**src/rtl/interleaver_pkg.sv**
```systemverilog
// Shared types and sizing helpers for the block interleaver sequencer.
package interleaver_pkg;

    localparam int unsigned DEF_ROWS = 4;
    localparam int unsigned DEF_COLS = 4;

    typedef enum logic {
        FILL  = 1'b0,
        DRAIN = 1'b1
    } state_e;

    function automatic int unsigned calc_depth(input int unsigned rows, input int unsigned cols);
        return rows * cols;
    endfunction

    // Index width for a range of n entries, never narrower than one bit.
    function automatic int unsigned calc_aw(input int unsigned n);
        return (n > 1) ? $clog2(n) : 1;
    endfunction

endpackage

```
**src/rtl/interleaver_ctrl_mod_counter.sv**
```systemverilog
// Modulo-MOD up counter with enable, synchronous reset and a wrap flag.
module mod_counter
    import interleaver_pkg::*;
#(
    parameter  int unsigned MOD = 4,
    localparam int unsigned W   = calc_aw(MOD)
) (
    input  logic         clk,
    input  logic         reset,
    input  logic         en_i,
    output logic [W-1:0] cnt_o,
    output logic         wrap_o
);

    logic [W-1:0] cnt_q;
    logic [W-1:0] cnt_d;

    // Wrap flag is qualified by enable: it marks the step that returns to zero.
    assign wrap_o = en_i && (cnt_q == W'(MOD - 1));
    assign cnt_o  = cnt_q;

    always_comb begin
        cnt_d = cnt_q;
        if (en_i) begin
            cnt_d = wrap_o ? '0 : cnt_q + W'(1);
        end
    end

    always_ff @(posedge clk) begin
        if (reset) begin
            cnt_q <= '0;
        end else begin
            cnt_q <= cnt_d;
        end
    end

endmodule

```
**src/rtl/interleaver_ctrl.sv**
```systemverilog
// Block interleaver sequencer: row-major one-hot writes into a register bank,
// then column-major read-mux selection with a valid/ready handshake.
module interleaver_ctrl
    import interleaver_pkg::*;
#(
    parameter  int unsigned ROWS  = DEF_ROWS,
    parameter  int unsigned COLS  = DEF_COLS,
    localparam int unsigned DEPTH = calc_depth(ROWS, COLS),
    localparam int unsigned AW    = calc_aw(DEPTH)
) (
    input  logic             clk,
    input  logic             reset,
    input  logic             in_valid,
    output logic             in_ready,
    output logic [DEPTH-1:0] reg_en,
    output logic             out_valid,
    input  logic             out_ready,
    output logic [AW-1:0]    rd_sel,
    output logic             out_last,
    output logic             busy
);

    localparam int unsigned RW = calc_aw(ROWS);
    localparam int unsigned CW = calc_aw(COLS);

    state_e          state_q, state_d;
    logic [AW-1:0]   rd_sel_q, rd_sel_d;
    logic            out_valid_q, out_valid_d;
    logic            out_last_q, out_last_d;
    logic            busy_q, busy_d;

    logic [AW-1:0]   wr_cnt;
    logic [RW-1:0]   rd_row;
    logic [CW-1:0]   rd_col;
    logic            wr_wrap, row_wrap, col_wrap;
    logic            accept, xfer;

    // Handshakes; in_ready is masked during reset so nothing is accepted then.
    assign in_ready = (state_q == FILL) && !reset;
    assign accept   = in_ready && in_valid;
    assign xfer     = out_valid_q && out_ready;
    assign reg_en   = accept ? (DEPTH'(1) << wr_cnt) : '0;

    assign out_valid = out_valid_q;
    assign rd_sel    = rd_sel_q;
    assign out_last  = out_last_q;
    assign busy      = busy_q;

    mod_counter #(.MOD(DEPTH)) u_wr_cnt (
        .clk    (clk),
        .reset  (reset),
        .en_i   (accept),
        .cnt_o  (wr_cnt),
        .wrap_o (wr_wrap)
    );

    mod_counter #(.MOD(ROWS)) u_rd_row (
        .clk    (clk),
        .reset  (reset),
        .en_i   (xfer),
        .cnt_o  (rd_row),
        .wrap_o (row_wrap)
    );

    mod_counter #(.MOD(COLS)) u_rd_col (
        .clk    (clk),
        .reset  (reset),
        .en_i   (row_wrap),
        .cnt_o  (rd_col),
        .wrap_o (col_wrap)
    );

    // rd_sel tracks rd_row*COLS + rd_col incrementally: +COLS per row step,
    // restart at the next column on a row wrap.
    always_comb begin
        state_d     = state_q;
        rd_sel_d    = rd_sel_q;
        out_valid_d = out_valid_q;
        out_last_d  = out_last_q;

        case (state_q)
            FILL: begin
                if (wr_wrap) begin
                    state_d     = DRAIN;
                    out_valid_d = 1'b1;
                    rd_sel_d    = '0;
                    out_last_d  = 1'b0;
                end
            end
            DRAIN: begin
                if (xfer) begin
                    // Next position is last when stepping from row ROWS-2 in the last column.
                    out_last_d = (rd_col == CW'(COLS - 1)) && (rd_row == RW'(ROWS - 2));
                    if (!row_wrap) begin
                        rd_sel_d = rd_sel_q + AW'(COLS);
                    end else if (col_wrap) begin
                        state_d     = FILL;
                        out_valid_d = 1'b0;
                        rd_sel_d    = '0;
                    end else begin
                        rd_sel_d = AW'(rd_col) + AW'(1);
                    end
                end
            end
        endcase

        busy_d = (state_d == DRAIN) || ((state_q == FILL) && ((wr_cnt != '0) || accept));
    end

    always_ff @(posedge clk) begin
        if (reset) begin
            state_q     <= FILL;
            rd_sel_q    <= '0;
            out_valid_q <= 1'b0;
            out_last_q  <= 1'b0;
            busy_q      <= 1'b0;
        end else begin
            state_q     <= state_d;
            rd_sel_q    <= rd_sel_d;
            out_valid_q <= out_valid_d;
            out_last_q  <= out_last_d;
            busy_q      <= busy_d;
        end
    end

endmodule

```
**config.mk**
```make
export PLATFORM = sky130hd
export DESIGN_NAME = interleaver_ctrl
export DESIGN_NICKNAME = d
export VERILOG_FILES = /design/src/rtl/interleaver_pkg.sv /design/src/rtl/interleaver_ctrl_mod_counter.sv /design/src/rtl/interleaver_ctrl.sv
export SDC_FILE = /design/constraint.sdc
export NUM_CORES = 1
export LEC_CHECK = 0
export CORE_MARGIN = 4
export CORE_UTILIZATION = 40
export CTS_BUF_LIST = sky130_fd_sc_hd__clkbuf_8
export CTS_CLUSTER_SIZE = 20
export DETAILED_ROUTE_END_ITERATION = 8
export PLACE_DENSITY_LB_ADDON = 0.3
export SETUP_SLACK_MARGIN = 0.05
export SYNTH_ARGS = -nofsm -noshare
export SYNTH_HDL_FRONTEND = slang
export SYNTH_HIERARCHICAL = 1
export SYNTH_SLANG_ARGS = --single-unit
```
**constraint.sdc**
```tcl
create_clock -name clk -period 2.31 [get_ports clk]
set_clock_uncertainty 0.05 [all_clocks]
set_input_delay 0.462 -clock clk [delete_from_list [all_inputs] [get_ports clk]]
set_output_delay 0.462 -clock clk [all_outputs]
set_load 0.01 [all_outputs]
```
==> results.py <==
metrics = {
    "floorplan": {
        "die_w_um": 54.3,
        "ioPinCount": 28,
        "start_util": 0.428,
        "dieHeight_um": 54.3,
        "die_area_mm2": 0.00294,
        "rows": 16,
        "core-area_mm2": 0.00200,
    },
    "critical_path": {
        "worstPathMaxFanout": 4,
        "r2r_cells": 10,
        "cp-end-kind": "output pin",
        "endpoint": "reg_en[13]",
        "r2r-end": "rd_sel[3]",
        "rr_startpoint": "state_q",
        "required_ns": 1.80,
        "worst-setup-path-type": "primary input to output pin",
        "rrSetupSlack_ns": 0.40,
        "start_kind": "primary input",
        "crit_arrival_ns": 1.70,
        "crit_start": "reset",
    },
    "clock_network": {
        "h-tree-depth": 1,
        "clockRootBuffer": "clkbuf_8",
        "cts_made_buffers": 3,
        "clk_pin_slew_ns": 0.07,
        "cts_buffer_depth": 2,
        "cts_num_sinks": 16,
        "tritoncts": "built",
        "clk_latency_ns": 0.25,
    },
    "outcome": {
        "status": "finished clean",
    },
    "pwr": {
        "p_leak_nw": 0.535,
        "clkPwrFrac": 0.424,
        "p_comb_frac": 0.087,
        "power.internal_mw": 0.456,
        "vdd_drop_max_mv": 0.354,
        "pwr_density_cell_mw_per_mm2": 444,
        "p_switching_mw": 0.126,
        "seqPwrFrac": 0.489,
        "swShare": 0.217,
        "power.total_mw": 0.582,
    },
    "synthesis": {
        "synth_compound_gate_area_share": 0.104,
        "synth_top_area_frac": 0.374,
        "ys_seq_elements": 16,
        "synth.yosys.warnings": 6,
        "yosys-mux-area-fraction": 0.0351,
        "synth_ff_type": "dfxtp_1",
        "syn-num-nets": 114,
        "synth-edff-count": 0,
        "synth_area_um2": 856,
        "synth_area_leaders": "dfxtp_1 37%, nor2_1 10%, ha_1 5.8%, nand2b_1 5.8%, a21oi_1 5.3%",
        "synth_simple_gate_area_frac": 0.408,
        "synth_cell_types": 28,
        "yosys.area_share.xor_xnor": 0.0102,
        "synth_fa_ha_area_frac": 0.0585,
        "synth_top_family_by_area": "simple AND/OR/NAND/NOR gates",
        "ys_seq_area_frac": 0.374,
        "avgSynthCellArea_um2": 8.07,
        "netlist_instances": 106,
        "synthArstFlopShare": 0,
        "synth_area_leader_cell": "dfxtp_1",
    },
    "global_routing": {
        "grt_use_total": 0.190,
        "grt_max_degree": 17,
        "grt_pass1_vias": 939,
        "grt_first_pass_wirelength_um": 4040,
        "grt_overflow_total": 0,
        "grt_antenna_before_repair": 0,
    },
    "min_path": {
        "min_path_type": "flop to flop",
    },
    "detailed_routing": {
        "ant_nets": 0,
        "vias": 974,
        "wirelength_um": 2540,
        "wl_per_cell_um": 14.1,
        "routed_via_density": 5.41,
        "drc": 0,
        "dr.pass1.iters": 4,
        "first_iter_violations": 37,
    },
    "placement": {
        "dp_hpwl_um": 1660,
        "place_congestion": 0.767,
        "preCtsSetupSlack_ns": -0.419,
        "io_buffers": 27,
        "post-place-cells": 166,
    },
    "sta": {
        "worstMarginPinSlew_ns": 0.444,
        "fin_crit_ns": 2.21,
        "relSlewSlack": 0.703,
        "rsz0062_at_grt": "no",
        "drv_slew": 0,
        "fmax_mhz": 453,
        "setup_viol": 0,
        "finalCritPeriodShare": 0.956,
        "finalSetupTns_ns": 0,
        "setup_ws_ns": 0.102,
        "final_hold_viol_count": 0,
    },
    "cells_and_area": {
        "nets": 162,
        "diodes": 0,
        "drive_gt1_frac": 0.248,
        "final_cells": 180,
        "final_common_cell": "nor2_1",
        "final_cell_mix": "22 x nor2_1, 16 x dfxtp_1, 16 x buf_4",
        "multi_input_area_um2": 556,
        "regArea_um2": 320,
        "syn_to_final_growth_pct": 53.4,
        "fill_cells": 155,
    },
    "flow_run": {
        "max_cap_violations": 0,
    },
}
-- per-stage QoR --
stage / cell area (um^2) / utilization / hold WS [ns]
2_1_floorplan: 856 / - / 0.410
3_3_place_gp: 1210 / 0.603 / 0.404
3_5_place_dp: 1210 / 0.603 / 0.408
4_1_cts: 1310 / 0.656 / 0.417
5_1_grt: 1310 / 0.656 / 0.444
6_report: 1310 / 0.656 / 0.416
-- routing by layer --
layer  global-route usage  part of all wire
met1                0.217              0.42
met2                0.315              0.50
met3               0.0490             0.065
met4                0.116             0.015
met5                    0                 0
-- state kept, by name (all words and copies together) (netlist names) --
name,count
state_q,1
out_valid,1
u_wr_cnt/cnt_o,4
busy,1
out_last,1
rd_sel,4
u_rd_row/cnt_o,2
u_rd_col/cnt_o,2
-- worst max-delay path, stage by stage --
cell	delay, ns
dlygate4sd2_1	0.27
nor3b_4	0.26
nand3b_1	0.17
buf_4	0.18
nor2_1	0.09
clkdlybuf4s15_1	0.26
-- layout make-up --
| type | instances | share of cell area |
|---|---|---|
| inverter | 1 | 0.00286 |
| timing repair buffer | 44 | 0.262 |
| tap | 27 | 0.0257 |
| sequential | 16 | 0.244 |
| multi-input combinational | 88 | 0.423 |
| clock buffer | 4 | 0.0419 |
-- kinds of logic after synthesis --
| group | after synthesis |
|---|---|
| XOR/XNOR | 1 |
| buffers and inverters | 2 |
| AO/OA/AOI/OAI | 15 |
| multiplexers | 3 |
| adder cells (fa/ha/maj) | 4 |
| AND/OR/NAND/NOR | 65 |
| flip-flops | 16 |
-- Yosys cell counts, types with 3 or more instances --
cell type / count
a21oi_1: 9
and2_1: 3
dfxtp_1: 16
ha_1: 4
mux2i_1: 3
nand2_1: 3
nand2b_1: 8
nand3_1: 9
nand3b_1: 3
nor2_1: 23
nor3_1: 6
or3b_1: 3
-- repair_timing --
action	in CTS	in global routing
resized for setup	30	22
setup endpoints to repair	17	7
buffers inserted	6	4
pin swaps	4	2
hold buffers	0	0
endpoints found under the hold margin	0	0
-- worst min-delay path by stage --
stage,start,end,cells after the start
finish,out_last,out_last,2
global route,rd_sel[0],rd_sel[0],2
CTS,out_last,out_last,2
detailed placement,out_last,out_last,2
global placement,out_last,out_last,2
floorplan,u_rd_row/cnt_o[0],u_rd_row/cnt_o[0],2
-- power groups by stage --
stage,Sequential [mW],Clock (mW),Combinational (mW)
floorplan,0.290,0,0.0180
global placement,0.290,0,0.0405
detailed placement,0.290,0,0.0415
CTS,0.284,0.248,0.0461
global route,0.285,0.264,0.0547
finish,0.285,0.247,0.0504
(Power assumes the default switching activity.)
